==> config.mk <==
export PLATFORM = sky130hd
export DESIGN_NAME = chip_drop_ctrl
export DESIGN_NICKNAME = d
export VERILOG_FILES = /design/src/rtl/connect4_pkg.sv /design/src/rtl/board_cell_sel.sv /design/src/rtl/chip_drop_ctrl.sv
export SDC_FILE = /design/constraint.sdc
export NUM_CORES = 1
export LEC_CHECK = 0
export CAP_MARGIN = 20
export CELL_PAD_IN_SITES_DETAIL_PLACEMENT = 0
export CELL_PAD_IN_SITES_GLOBAL_PLACEMENT = 2
export CORE_MARGIN = 2
export CORE_UTILIZATION = 26
export DETAILED_ROUTE_END_ITERATION = 16
export PLACE_DENSITY = 0.92
export SLEW_MARGIN = 10
export SYNTH_ARGS = -nofsm -noshare
export SYNTH_HDL_FRONTEND = slang
export SYNTH_HIERARCHICAL = 1
export SYNTH_SLANG_ARGS = --single-unit
export TNS_END_PERCENT = 50
==> constraint.sdc <==
create_clock -name clk -period 5.1 [get_ports clk]
set_clock_uncertainty 0.15 [all_clocks]
set_input_delay 1.02 -clock clk [delete_from_list [all_inputs] [get_ports clk]]
set_output_delay 1.02 -clock clk [all_outputs]
set_load 0.02 [all_outputs]
==> src/rtl/connect4_pkg.sv <==
// Shared Connect-4 definitions: board geometry, cell codes, row-mux selects
// and the drop-stage state encoding.
package connect4_pkg;

  // Board geometry: row 0 is the bottom row, column c lives in bits [2c+1:2c].
  localparam int ROWS   = 8;
  localparam int COLS   = 8;
  localparam int CELL_W = 2;
  localparam int ROW_W  = COLS * CELL_W;
  localparam int ROW_AW = 3;
  localparam int COL_AW = 3;

  // Cell codes stored in the board.
  localparam logic [CELL_W-1:0] CELL_EMPTY = 2'b00;
  localparam logic [CELL_W-1:0] CELL_P1    = 2'b01;
  localparam logic [CELL_W-1:0] CELL_P2    = 2'b10;

  // One-hot owners of the board row address mux.
  localparam logic [2:0] ROW_SEL_DISP  = 3'b001;
  localparam logic [2:0] ROW_SEL_PUT   = 3'b010;
  localparam logic [2:0] ROW_SEL_CHECK = 3'b100;

  // Drop-stage FSM states, with fixed encodings so older tooling sees the
  // same values it always did.
  typedef enum logic [2:0] {
    DROP_IDLE   = 3'd0,
    DROP_SCAN   = 3'd1,
    DROP_WRITE  = 3'd2,
    DROP_DONE   = 3'd3,
    DROP_REJECT = 3'd4
  } drop_state_t;

  // Only the two player codes may ever be written into the board.
  function automatic logic is_legal_player(input logic [CELL_W-1:0] p);
    return (p == CELL_P1) || (p == CELL_P2);
  endfunction

endpackage

==> src/rtl/board_cell_sel.sv <==
// Picks one 2-bit cell out of a board row word. Purely combinational so the
// win-check stage can reuse it alongside the drop stage.
module board_cell_sel
  import connect4_pkg::*;
(
  input  logic [ROW_W-1:0]  i_row,
  input  logic [COL_AW-1:0] i_col,
  output logic [CELL_W-1:0] o_cell
);

  // Cell select index is simply col*2; 4 bits cover columns 0..7 with no overflow.
  logic [COL_AW:0] w_idx;

  assign w_idx  = {i_col, 1'b0};
  assign o_cell = i_row[w_idx +: CELL_W];

endmodule

==> src/rtl/chip_drop_ctrl.sv <==
// Gravity/placement stage: scans a column bottom-up through the board's put
// read port, writes the player's code into the lowest empty cell and reports
// the landing row, or rejects a full column / illegal player code.
module chip_drop_ctrl
  import connect4_pkg::*;
(
  input  logic              clk,
  input  logic              rst_n,
  input  logic              drop_req,
  input  logic [COL_AW-1:0] drop_col,
  input  logic [CELL_W-1:0] drop_player,
  input  logic [ROW_W-1:0]  board_data,
  output logic [ROW_AW-1:0] put_chip_addr,
  output logic [COL_AW-1:0] col_addr,
  output logic [CELL_W-1:0] put_chip_data,
  output logic              put_r_en,
  output logic              put_sel,
  output logic              ram_w_en,
  output logic              drop_busy,
  output logic              drop_done,
  output logic              drop_ok,
  output logic [ROW_AW-1:0] drop_row
);

  localparam logic [ROW_AW-1:0] LAST_ROW = ROW_AW'(ROWS - 1);

  drop_state_t       r_state;
  logic [ROW_AW-1:0] r_scan_row;
  logic [COL_AW-1:0] r_col;
  logic [CELL_W-1:0] r_player;
  logic [ROW_AW-1:0] r_drop_row;

  logic [CELL_W-1:0] w_cell;
  logic              w_cell_empty;
  logic              w_on_board;

  // Cell of the latched column in the row currently presented by the board.
  board_cell_sel u_cell_sel (
    .i_row  (board_data),
    .i_col  (r_col),
    .o_cell (w_cell)
  );

  assign w_cell_empty = (w_cell == CELL_EMPTY);

  // Drop sequencing: accept, scan upward, write once, report; requests outside IDLE are dropped.
  always_ff @(posedge clk or negedge rst_n) begin
    if (!rst_n) begin
      r_state    <= DROP_IDLE;
      r_scan_row <= '0;
      r_col      <= '0;
      r_player   <= '0;
      r_drop_row <= '0;
    end else begin
      case (r_state)
        DROP_IDLE: begin
          if (drop_req) begin
            r_col      <= drop_col;
            r_player   <= drop_player;
            r_scan_row <= '0;
            r_state    <= is_legal_player(drop_player) ? DROP_SCAN : DROP_REJECT;
          end
        end
        DROP_SCAN: begin
          if (w_cell_empty) begin
            r_state <= DROP_WRITE;
          end else if (r_scan_row == LAST_ROW) begin
            r_state <= DROP_REJECT;
          end else begin
            r_scan_row <= r_scan_row + 1'b1;
          end
        end
        DROP_WRITE: begin
          r_drop_row <= r_scan_row;
          r_state    <= DROP_DONE;
        end
        DROP_DONE:   r_state <= DROP_IDLE;
        DROP_REJECT: r_state <= DROP_IDLE;
        default:     r_state <= DROP_IDLE;
      endcase
    end
  end

  // Moore outputs: the board port is only claimed while scanning or writing,
  // and the write strobe is a subset of that window.
  assign w_on_board    = (r_state == DROP_SCAN) || (r_state == DROP_WRITE);
  assign put_sel       = w_on_board;
  assign put_r_en      = w_on_board;
  assign put_chip_addr = w_on_board ? r_scan_row : '0;
  assign ram_w_en      = (r_state == DROP_WRITE);
  assign col_addr      = r_col;
  assign put_chip_data = r_player;
  assign drop_busy     = (r_state != DROP_IDLE);
  assign drop_done     = (r_state == DROP_DONE) || (r_state == DROP_REJECT);
  assign drop_ok       = (r_state == DROP_DONE);
  assign drop_row      = r_drop_row;

endmodule

# Yosys cells after proc, flatten, opt, wreduce, memory -nomap -nowiden

Cells that the tools add are included.
W data, S select, Z words.

Add/subtract/negate cells: 1
Multipliers: 0
Div/mod/pow operators: 0
Magnitude comparators: 0
Equal/unequal tests: 11
Shift operators: 1
Muxes and demuxes: 10
Bitwise logic cells: 0
Reductions and logical operators: 10

Operators by type and width:

| operator              | number |
|---|---|
| $mux W3               | 8 |
| $shiftx A16 B5 Y2     | 1 |
| $pmux W3 S3           | 1 |
| $eq A3 B2 Y1 const B  | 2 |
| $eq A3 B3 Y1 const B  | 2 |
| $ne A2 B2 Y1 const B  | 3 |
| $pmux W3 S2           | 1 |
| $reduce_and A2 Y1     | 2 |
| $reduce_and A4 Y1     | 1 |
| $add A3 B1 Y3 const B | 1 |
| $eq A3 B1 Y1 const B  | 1 |
| $logic_not A3 Y1      | 1 |
| $logic_or A1 B1 Y1    | 3 |
| $ne A3 B3 Y1 const B  | 1 |
| $reduce_bool A3 Y1    | 1 |
| $eq A2 B1 Y1 const B  | 1 |
| $eq A2 B2 Y1 const B  | 1 |
| $logic_not A2 Y1      | 1 |
| $reduce_bool A2 Y1    | 1 |

Register bits: 14
Latch bits: 0
RAM bits: 0
ROM bits: 0
Input port bits: 24
Output and inout bits: 17
Logic and storage cells: 38
Memories kept: 0

# Longest topological paths before layout

Gate-level depths: netlist of run 1.

Depth after elaboration: 5
Gate-level depth with buffers: 5
Mapped depth without buffers: 5

# Cells and area by module

The synthesis of run 1 kept the hierarchy.

Modules (own cells, without submodules):

| module         | times used | cells each | area an instance (µm²) | sequential area each (µm²) |
|---|---|---|---|---|
| chip_drop_ctrl | 1          | 58         | 728.2                  | 350.3 |
| board_cell_sel | 1          | 6          | 127.6                  | 0.0 |

# Worst setup path before layout of run 1

Ideal clock, no wire load.

Path type: input port to flip-flop
Start: input port board_data[7]
End: register r_scan_row[0]
Library setup time: 0.125 ns
Arrival: 2.362 ns
Data required time: 4.825 ns
Path slack: 2.463 ns
Cell stages on the path: 5
Buffers on the path: 0
Cell sequence: mux4_1 mux2_2 o21ai_0 nor4_2 mux2_4

Longest elaborated chain between the ends: 4

RTL lines:

| element                     | line                 | RTL |
|---|---|---|
| start: declaration          | chip_drop_ctrl.sv:12 | `input logic [ROW_W-1:0] board_data,` |
| $shiftx A16 B5 Y2           | board_cell_sel.sv:15 | `assign o_cell = i_row[w_idx +: CELL_W];` |
| named net w_cell[1]         | chip_drop_ctrl.sv:33 | `logic [CELL_W-1:0] w_cell;` |
| $logic_not A2 Y1            | chip_drop_ctrl.sv:44 | `assign w_cell_empty = (w_cell == CELL_EMPTY);` |
| $ne A2 B2 Y1 (no line)      | -                    |  |
| $reduce_and A4 Y1 (no line) | -                    |  |
| end signal: assignment      | chip_drop_ctrl.sv:70 | `r_scan_row <= r_scan_row + 1'b1;` |
| end: declaration            | chip_drop_ctrl.sv:28 | `logic [ROW_AW-1:0] r_scan_row;` |

The timed path passes the listed nets, and every way through them passes these cells.
A chain may end at the register's enable or synchronous reset.

# Final worst setup path of run 1

Start: register r_state[0]
End: output port put_chip_addr[0]

Longest elaborated chain between the ends: 3
Elaborated cells between the ends (all ways): 4
Those cells by class: eq/ne (2); mux (1); reduce/logical (1)

RTL lines:

| element                                      | line                 | RTL |
|---|---|---|
| start: declaration                           | chip_drop_ctrl.sv:27 | `drop_state_t r_state;` |
| start signal: assignment                     | chip_drop_ctrl.sv:61 | `r_state <= is_legal_player(drop_player) ? DROP_SCAN : DROP_REJECT;` |
| $eq A3 B1 Y1 or $eq A3 B2 Y1 (tied branches) | chip_drop_ctrl.sv:86 | `assign w_on_board = (r_state == DROP_SCAN) \|\| (r_state == DROP_WRITE);` |
| $logic_or A1 B1 Y1 *                         | chip_drop_ctrl.sv:86 |  |
| $mux W3 *                                    | chip_drop_ctrl.sv:89 | `assign put_chip_addr = w_on_board ? r_scan_row : '0;` |
| end: declaration                             | chip_drop_ctrl.sv:13 | `output logic [ROW_AW-1:0] put_chip_addr,` |

Every way passes the cells marked *; elsewhere a longest branch is shown, timed or not.

==> flow_summary.yaml, run 1 <==
outcome:
  outcome: "finished clean"
route:
  drt-initial-drc-count: 19
  viasPerCell: 4.44
  vias: 652
  drc: 0
  drtAntennaViolNets: 0
  wirelength_um: 1880
  firstDrtPassIters: 4
  wire_per_inst_um: 12.8
cells_and_area:
  num_antenna_cells: 0
  finalNetCount: 130
  area_growth_syn_to_layout_pct: 53.4
  n_fill_cell: 316
  drive_gt1_share_pct: 17.5
pwr:
  power_density_mw_per_mm2: 540
  power_leakage_nw: 0.556
  power_uw: 708
  ir_worst_vdd_v: 0.000225
synth:
  yosysWarnings: 6
  synth_cell_types: 26
  synth_nets: 90
  synth_top_area_share_pct: 40.9
  syn_inst: 64
  synth.cell_area_um2: 856
  synthFlopType: "dfrtp_1"
  ys_ff_latch: 14
  avgSynthCellArea_um2: 13.4
  synth_common_cells: "dfrtp_1 (14), mux2_2 (10), and2_1 (4), buf_4 (4), mux4_1 (4)"
  ys_seq_area_share_pct: 40.9
  synthTopCellsByArea: "dfrtp_1 (41%), mux2_2 (13%), mux4_1 (12%)"
  synth.most_common_cell: "dfrtp_1"
  synth_top_area_cell: "dfrtp_1"
  async_flop_share_pct: 100
  synth-edff-count: 0
cts:
  postCtsSetupRepairBufs: 0
  cts.path.max_buffers: 2
  cts.clk_slew.worst_paths_ps: 80
  cts_max_level: 1
  hold_buffers: 0
  cts_root_buffer: "clkbuf_4"
  cts_buffers: 3
  cts.sinks: 14
  cts_tree: "built"
  worst_skew_pair.late_latency_ps: 270
  post_cts_resized: 0
critical_path:
  crit_arrival_ps: 2100
  crit_fanout: 10
  required_ps: 3930
  end_kind: "output port"
  setup.worst_path.start_class: "flip-flop"
  worstSetupPathType: "flip-flop to output port"
sta:
  final-max-slew-violation-count: 0
  finalHoldViolations: 0
  max_slew.worst_pin.slew_ps: 614
  max_freq_ghz: 0.306
  setup_viol: 0
  setup_tns_ps: 0
  period_needed_ps: 3270
  finalCritPeriodShare_pct: 64.1
  slew_headroom_pct: 58.9
  rsz0062_at_grt: "no"
job:
  cap_violations: 0
min_path:
  holdCritPathClass: "flip-flop to flip-flop"
global_route:
  grt_pass1_vias: 657
  antenna_found_initial: 0
  grt_max_degree: 15
  grt_pass1_wl_um: 3170
  grt_usage_pct: 11.6
  grt_overflow: 0
floorplan:
  dieHeight_um: 61.4
  die_w_um: 61.4
  io_pins: 41
  initial_utilization_pct: 27.6
  rows: 20
  die-area_mm2: 0.00377
  core_area_mm2: 0.00310
placement:
  hpwl_um: 1570
  io_buffers: 40
  gp_congestion: 0.725
## cell families after synthesis
kind of cell / share of synthesized area [%]
multiplexers: 27.2
AND/OR/NAND/NOR: 13.6
flip-flops: 40.9
AO/OA/AOI/OAI: 9.80
buffers and inverters: 4.53
adder cells (fa/ha/maj): 2.92
XOR/XNOR: 1.02
## area by class of cell
type | instances | area [µm²] | share of cell area (%)
clock buffer | 4 | 36.3 | 2.76
multi-input combinational | 44 | 467 | 35.6
sequential | 14 | 350 | 26.7
inverter | 1 | 3.75 | 0.286
timing repair buffer | 40 | 400 | 30.5
tap | 44 | 55.1 | 4.19
## registers in the layout (all words and copies together), names as in the netlist
register / flops
put_chip_data: 2
r_state: 3
r_scan_row: 3
col_addr: 3
drop_row: 3
## final timing paths
path / from / end / slack (ps) / cells past startpoint
worst max-delay path: r_state[0] / put_chip_addr[0] / 1830 / 4
worst min-delay path: drop_row[1] / drop_row[1] / 370 / 1
worst max register to register: col_addr[0] / r_scan_row[0] / 2750 / 5
worst min register to register: drop_row[1] / drop_row[1] / 370 / 1
max in group asynchronous: rst_n / r_scan_row[1] / 3430 / 1
min in group asynchronous: rst_n / col_addr[2] / 970 / 1
## power by group
part	leakage, nW	switching [mW]	internal [mW]
clock	0.0210	0.0353	0.0434
combinational	0.357	0.171	0.231
sequential	0.178	0.0692	0.158
## critical path: stages (launching register included)
cell and delay (ps):
dfrtp_1 510, nand2b_1 220, a21oi_1 310, and2_1 170, clkdlybuf4s50_1 600
## layer usage
metal / share of wire (%) / GRT usage [%]
met1: 48 / 15.7
met2: 48 / 17.9
met3: 2.1 / 1.26
met4: 2.0 / 6.38
met5: 0 / 0
## stage by stage
| step | hold WS [ps] | cell area [µm²] | instances | setup slack [ps] | utilization [%] |
|---|---|---|---|---|---|
| 6_report | 368 | 1310 | 147 | 1830 | 42.3 |
| 2_1_floorplan | 350 | 856 | 64 | 2460 | - |
| 5_1_grt | 383 | 1310 | 147 | 1680 | 42.3 |
| 4_1_cts | 374 | 1310 | 147 | 1820 | 42.3 |
| 3_3_place_gp | 344 | 1280 | 143 | 1970 | 41.1 |
| 3_5_place_dp | 353 | 1280 | 143 | 1930 | 41.1 |
## cells in the final DEF, fill, tap and decap left out, drive strengths merged
| cell | n |
|---|---|
| a2111o | 1 |
| a21o | 2 |
| a21oi | 2 |
| a22o | 2 |
| and2 | 4 |
| and3b | 1 |
| clkbuf | 4 |
| clkdlybuf4s50 | 40 |
| dfrtp | 14 |
| ha | 2 |
| inv | 1 |
| mux2 | 11 |
| mux4 | 4 |
| nand2b | 2 |
| nor2 | 2 |
| nor3 | 1 |
| nor3b | 1 |
| nor4 | 2 |
| nor4b | 1 |
| o21ai | 1 |
| o21bai | 1 |
| o22a | 2 |
| or3 | 1 |
| xor2 | 1 |
Power figures use the tool's default switching activity.
==> inputs of run 2 (changes only) <==
--- a/config.mk
+++ b/config.mk
@@ -9,9 +9,9 @@
 export CELL_PAD_IN_SITES_DETAIL_PLACEMENT = 0
 export CELL_PAD_IN_SITES_GLOBAL_PLACEMENT = 2
 export CORE_MARGIN = 2
-export CORE_UTILIZATION = 26
+export CORE_UTILIZATION = 24
 export DETAILED_ROUTE_END_ITERATION = 16
-export PLACE_DENSITY = 0.92
+export PLACE_DENSITY = 0.87
 export SLEW_MARGIN = 10
 export SYNTH_ARGS = -nofsm -noshare
 export SYNTH_HDL_FRONTEND = slang
==> constraint.sdc (replaced) <==
create_clock -name clk -period 3.1 [get_ports clk]
set_clock_uncertainty 0.15 [all_clocks]
set_input_delay 0.62 -clock clk [delete_from_list [all_inputs] [get_ports clk]]
set_output_delay 0.62 -clock clk [all_outputs]
set_load 0.02 [all_outputs]
==> flow_summary.yaml, run 2 (synthesized netlist as in run 1, its figures left out) <==
sta:
  rsz0062_at_grt: "no"
  max_slew.worst_pin.slew_ps: 607
  finalHoldViolations: 0
  slew_headroom_pct: 59.4
  fin_hold_ws_ps: 372
  max_freq_ghz: 0.349
  setup_tns_ps: 0
  worst_slack_ps: 238
  period_needed_ps: 2860
  setup_viol: 0
  final-max-slew-violation-count: 0
  finalCritPeriodShare_pct: 92.3
route:
  drtAntennaViolNets: 0
  drc: 0
  viasPerCell: 4.46
  wirelength_um: 1950
  drt-initial-drc-count: 30
  vias: 664
  firstDrtPassIters: 4
  wire_per_inst_um: 13.1
pwr:
  ir_worst_vdd_v: 0.000316
  power_leakage_nw: 0.556
  power_density_mw_per_mm2: 885
placement:
  hpwl_um: 1650
  gp_congestion: 0.726
  io_buffers: 40
  place_ws_ps: 291
  placed_area_mm2: 0.00128
critical_path:
  required_ps: 2330
  setup.worst_path.start_class: "flip-flop"
  end_kind: "output port"
  setup.reg_to_reg.worst_slack_ps: 790
  worstSetupPathType: "flip-flop to output port"
  crit_arrival_ps: 2090
  crit_fanout: 10
cells_and_area:
  num_antenna_cells: 0
  post-route-util_pct: 38.8
  n_fill_cell: 335
  final_common_cell: "clkdlybuf4s50_1"
  finalNetCount: 130
  design_area_mm2: 0.00132
  area_growth_syn_to_layout_pct: 53.7
  final_cell_mix: "clkdlybuf4s50_1 (40), dfrtp_1 (14), mux2_2 (10)"
  drive_gt1_share_pct: 17.5
cts:
  cts_max_level: 1
  cts.sinks: 14
  worst_skew_pair.late_latency_ps: 270
  cts_tree: "built"
  cts.path.max_buffers: 2
  cts_buffers: 3
  cts.clk_slew.worst_paths_ps: 90
  cts_root_buffer: "clkbuf_4"
  post_cts_resized: 0
  postCtsSetupRepairBufs: 0
  hold_buffers: 0
job:
  cap_violations: 0
min_path:
  holdCritPathClass: "flip-flop to flip-flop"
global_route:
  grt_usage_pct: 10.7
  grt_max_degree: 15
  grt_overflow: 0
  grt_pass1_wl_um: 3350
  grt_pass1_vias: 703
  antenna_found_initial: 0
floorplan:
  core_area_mm2: 0.00339
  initial_utilization_pct: 25.2
  rows: 21
  die-area_mm2: 0.00406
  io_pins: 41
  dieHeight_um: 63.7
  die_w_um: 63.7
outcome:
  outcome: "finished clean"
run 2: critical path, stage by stage, from the launching register on:
cell and delay (ps):
dfrtp_1 510, nand2b_1 220, a21oi_1 320, and2_1 170, clkdlybuf4s50_1 600
run 2: through the flow:
step                instances  power [mW]
finish                    149        1.16
global route              149        1.25
CTS                       149        1.18
detailed placement        145        1.05
global placement          145        1.03
floorplan                  64       0.799
run 2: cell type report:
| cell class | instances | area (µm²) | share of cell area, % |
|---|---|---|---|
| repair buffers | 40 | 400 | 30.4 |
| inverters | 1 | 3.75 | 0.285 |
| clock buffers | 4 | 36.3 | 2.76 |
| well taps | 46 | 57.6 | 4.38 |
| multi-input cells | 44 | 467 | 35.5 |
| flip-flops and latches | 14 | 350 | 26.6 |
run 2: report_power, final:
group | switching (mW) | total, mW | internal, mW
combinational | 0.282 | 0.663 | 0.381
clock | 0.0584 | 0.130 | 0.0713
sequential | 0.112 | 0.372 | 0.260
total | 0.452 | 1.16 | 0.712
run 2: path summary, 6_finish.rpt:
kind / start / endpoint / depth (start not counted)
hold / removal: put_chip_data[1] / put_chip_data[1] / 1
setup reg to reg: col_addr[0] / r_scan_row[0] / 5
setup / recovery: r_state[0] / put_chip_addr[1] / 4
max in group asynchronous: rst_n / r_state[1] / 1
hold reg to reg: put_chip_data[1] / put_chip_data[1] / 1
min in group asynchronous: rst_n / col_addr[2] / 1
run 2: routing by layer:
metal | GRT usage, % | up-vias | wire length (µm)
li1 | - | 328 | -
met1 | 13.6 | 323 | 880
met2 | 16.6 | 11 | 971
met3 | 2.68 | 2 | 64
met4 | 5.71 | 0 | 34
met5 | 0 | - | 0
==> inputs of run 3 (changes only) <==
--- a/config.mk
+++ b/config.mk
@@ -5,13 +5,14 @@
 export SDC_FILE = /design/constraint.sdc
 export NUM_CORES = 1
 export LEC_CHECK = 0
+export ABC_AREA = 1
 export CAP_MARGIN = 20
 export CELL_PAD_IN_SITES_DETAIL_PLACEMENT = 0
 export CELL_PAD_IN_SITES_GLOBAL_PLACEMENT = 2
 export CORE_MARGIN = 2
-export CORE_UTILIZATION = 24
+export CORE_UTILIZATION = 21
 export DETAILED_ROUTE_END_ITERATION = 16
-export PLACE_DENSITY = 0.87
+export PLACE_DENSITY = 0.88
 export SLEW_MARGIN = 10
 export SYNTH_ARGS = -nofsm -noshare
 export SYNTH_HDL_FRONTEND = slang
==> flow_summary.yaml, run 3 <==
outcome:
  outcome: "finished clean"
placement:
  place_inst: 239
  io_buffers: 40
  hpwl_um: 1930
  gp_congestion: 0.713
  placed_area_mm2: 0.00143
pwr:
  comb_power_share_pct: 60.9
  ir_worst_vdd_v: 0.000339
  clkPwrFrac_pct: 11.7
  power_density_mw_per_mm2: 833
  switching_power_uw: 576
  power_frac_seq_pct: 27.4
  swShare_pct: 47.0
  power_leakage_nw: 0.749
  p_int_uw: 651
synth:
  avgSynthCellArea_um2: 6.62
  ys_ff_latch: 14
  yosysWarnings: 6
  synth_nets: 175
  synth_common_cells: "nand2_1 (50), inv_1 (21), nand3_1 (16)"
  synth.most_common_cell: "nand2_1"
  synth.cell_area_um2: 986
  synthTopCellsByArea: "dfrtp_1 (36%), nand2_1 (19%), nand3_1 (8.1%)"
  syn_inst: 149
  synthFlopType: "dfrtp_1"
  async_flop_share_pct: 100
  synth_top_area_share_pct: 35.5
  synth-edff-count: 0
  ys_seq_area_share_pct: 35.5
  synth_cell_types: 21
  synth_top_area_cell: "dfrtp_1"
cells_and_area:
  design_area_mm2: 0.00147
  num_antenna_cells: 0
  area_growth_syn_to_layout_pct: 49.5
  final_cell_mix: "nand2_1 (50), clkdlybuf4s50_1 (40), inv_1 (21)"
  n_fill_cell: 505
  fin_cells: 242
  finalNetCount: 218
  final_common_cell: "nand2_1"
  drive_gt1_share_pct: 14.2
sta:
  fin_hold_ws_ps: 327
  setup_tns_ps: 0
  rsz0062_at_grt: "no"
  setup_viol: 0
  slew_headroom_pct: 58.1
  final-max-slew-violation-count: 0
  max_freq_ghz: 0.376
  period_needed_ps: 2660
  max_slew.worst_pin.slew_ps: 626
  finalHoldViolations: 0
  finalCritPeriodShare_pct: 85.8
global_route:
  grt_max_degree: 15
  grt_overflow: 0
  grt_pass1_vias: 964
  grt_usage_pct: 9.84
  antenna_found_initial: 0
  grt_pass1_wl_um: 4090
cts:
  worst_skew_pair.late_latency_ps: 240
  cts.sinks: 14
  cts_root_buffer: "clkbuf_8"
  cts_buffers: 3
  cts_tree: "built"
  cts.clk_slew.worst_paths_ps: 50
  postCtsSetupRepairBufs: 0
  hold_buffers: 0
  cts_max_level: 1
  post_cts_resized: 0
  cts.path.max_buffers: 2
route:
  firstDrtPassIters: 4
  wire_per_inst_um: 9.61
  drc: 0
  drt-initial-drc-count: 24
  viasPerCell: 4.04
  vias: 977
  wirelength_um: 2330
  drtAntennaViolNets: 0
floorplan:
  rows: 24
  die-area_mm2: 0.00526
  initial_utilization_pct: 22.2
  die_w_um: 72.5
  dieHeight_um: 72.5
  io_pins: 41
  core_area_mm2: 0.00444
critical_path:
  required_ps: 2330
  end_kind: "output port"
  setup.worst_path.start_class: "flip-flop"
  setup.reg_to_reg.worst_slack_ps: 1290
  crit_fanout: 10
  crit_arrival_ps: 1890
  r2r_cells: 13
  worstSetupPathType: "flip-flop to output port"
  crit_end: "put_chip_addr[1]"
  r2r-end: "r_scan_row[1]"
  startpoint: "r_state[2]"
  r2r_start: "col_addr[0]"
min_path:
  holdCritPathClass: "flip-flop to flip-flop"
job:
  cap_violations: 0
==> run 3: cell types whose count changed in the layout (fill, tap and decap cells not counted), moves of 3 or more <==
cell and delta:
o21ai_0 +5, nor2_1 +8, nand2_2 +5, nand3_1 +16, nand2_1 +50, inv_2 +12
and2_1 -4, mux4_1 -4, clkbuf_4 -3, inv_1 +20, mux2_2 -10
==> run 3: power by group through the flow <==
| stage | Clock [mW] | Combinational, mW | Sequential (mW) |
|---|---|---|---|
| 6_report | 0.144 | 0.747 | 0.336 |
| 5_1_grt | 0.159 | 0.840 | 0.351 |
| 4_1_cts | 0.152 | 0.764 | 0.340 |
| 3_5_place_dp | 0 | 0.760 | 0.342 |
| 3_3_place_gp | 0 | 0.765 | 0.342 |
| 2_1_floorplan | 0 | 0.468 | 0.366 |
==> run 3: worst min-delay path by stage <==
stage	startpoint	end	slack [ps]	cells past startpoint
global route	put_chip_data[1]	put_chip_data[1]	360	2
CTS	put_chip_data[0]	put_chip_data[0]	330	2
finish	put_chip_data[0]	put_chip_data[0]	330	2
detailed placement	put_chip_data[0]	put_chip_data[0]	320	2
floorplan	rst_n	col_addr[0]	170	0
global placement	drop_row[2]	drop_row[2]	320	2
==> run 3: final cells by class <==
type / count / area (µm²) / area share, %
multi-input combinational: 99 / 484 / 32.9
timing repair buffer: 40 / 400 / 27.2
sequential: 14 / 350 / 23.8
inverter: 34 / 133 / 9.00
tap: 52 / 65.1 / 4.41
clock buffer: 3 / 41.3 / 2.80
==> run 3: critical path, stage by stage, from the launching register on <==
cell             delay (ps)
dfrtp_1                 420
inv_2                   130
nand3_2                 180
nand2_1                 150
inv_1                    70
nor2_1                   80
clkdlybuf4s50_1         610
==> run 3: cell families after synthesis <==
kind of cell	count (synthesis)	synth area share, %
AO/OA/AOI/OAI	9	5.20
XOR/XNOR	1	0.888
adder cells (fa/ha/maj)	2	2.54
buffers and inverters	36	15.4
flip-flops	14	35.5
AND/OR/NAND/NOR	87	40.5
==> run 3: per-stage QoR <==
| stage | setup slack (ps) | utilization (%) | total power, mW |
|---|---|---|---|
| 6_report | 440 | 33.2 | 1.23 |
| 2_1_floorplan | 1040 | - | 0.833 |
| 3_3_place_gp | 716 | 32.2 | 1.11 |
| 3_5_place_dp | 683 | 32.2 | 1.10 |
| 5_1_grt | 311 | 33.2 | 1.35 |
| 4_1_cts | 418 | 33.2 | 1.25 |
==> run 3: routing by layer <==
layer / track usage, % / vias to the layer above / routed length, µm
met5: 0 / - / 0
met4: 4.94 / 0 / 42
met2: 16.2 / 17 / 1110
met1: 12.5 / 429 / 1100
met3: 1.39 / 5 / 69
li1: - / 526 / -
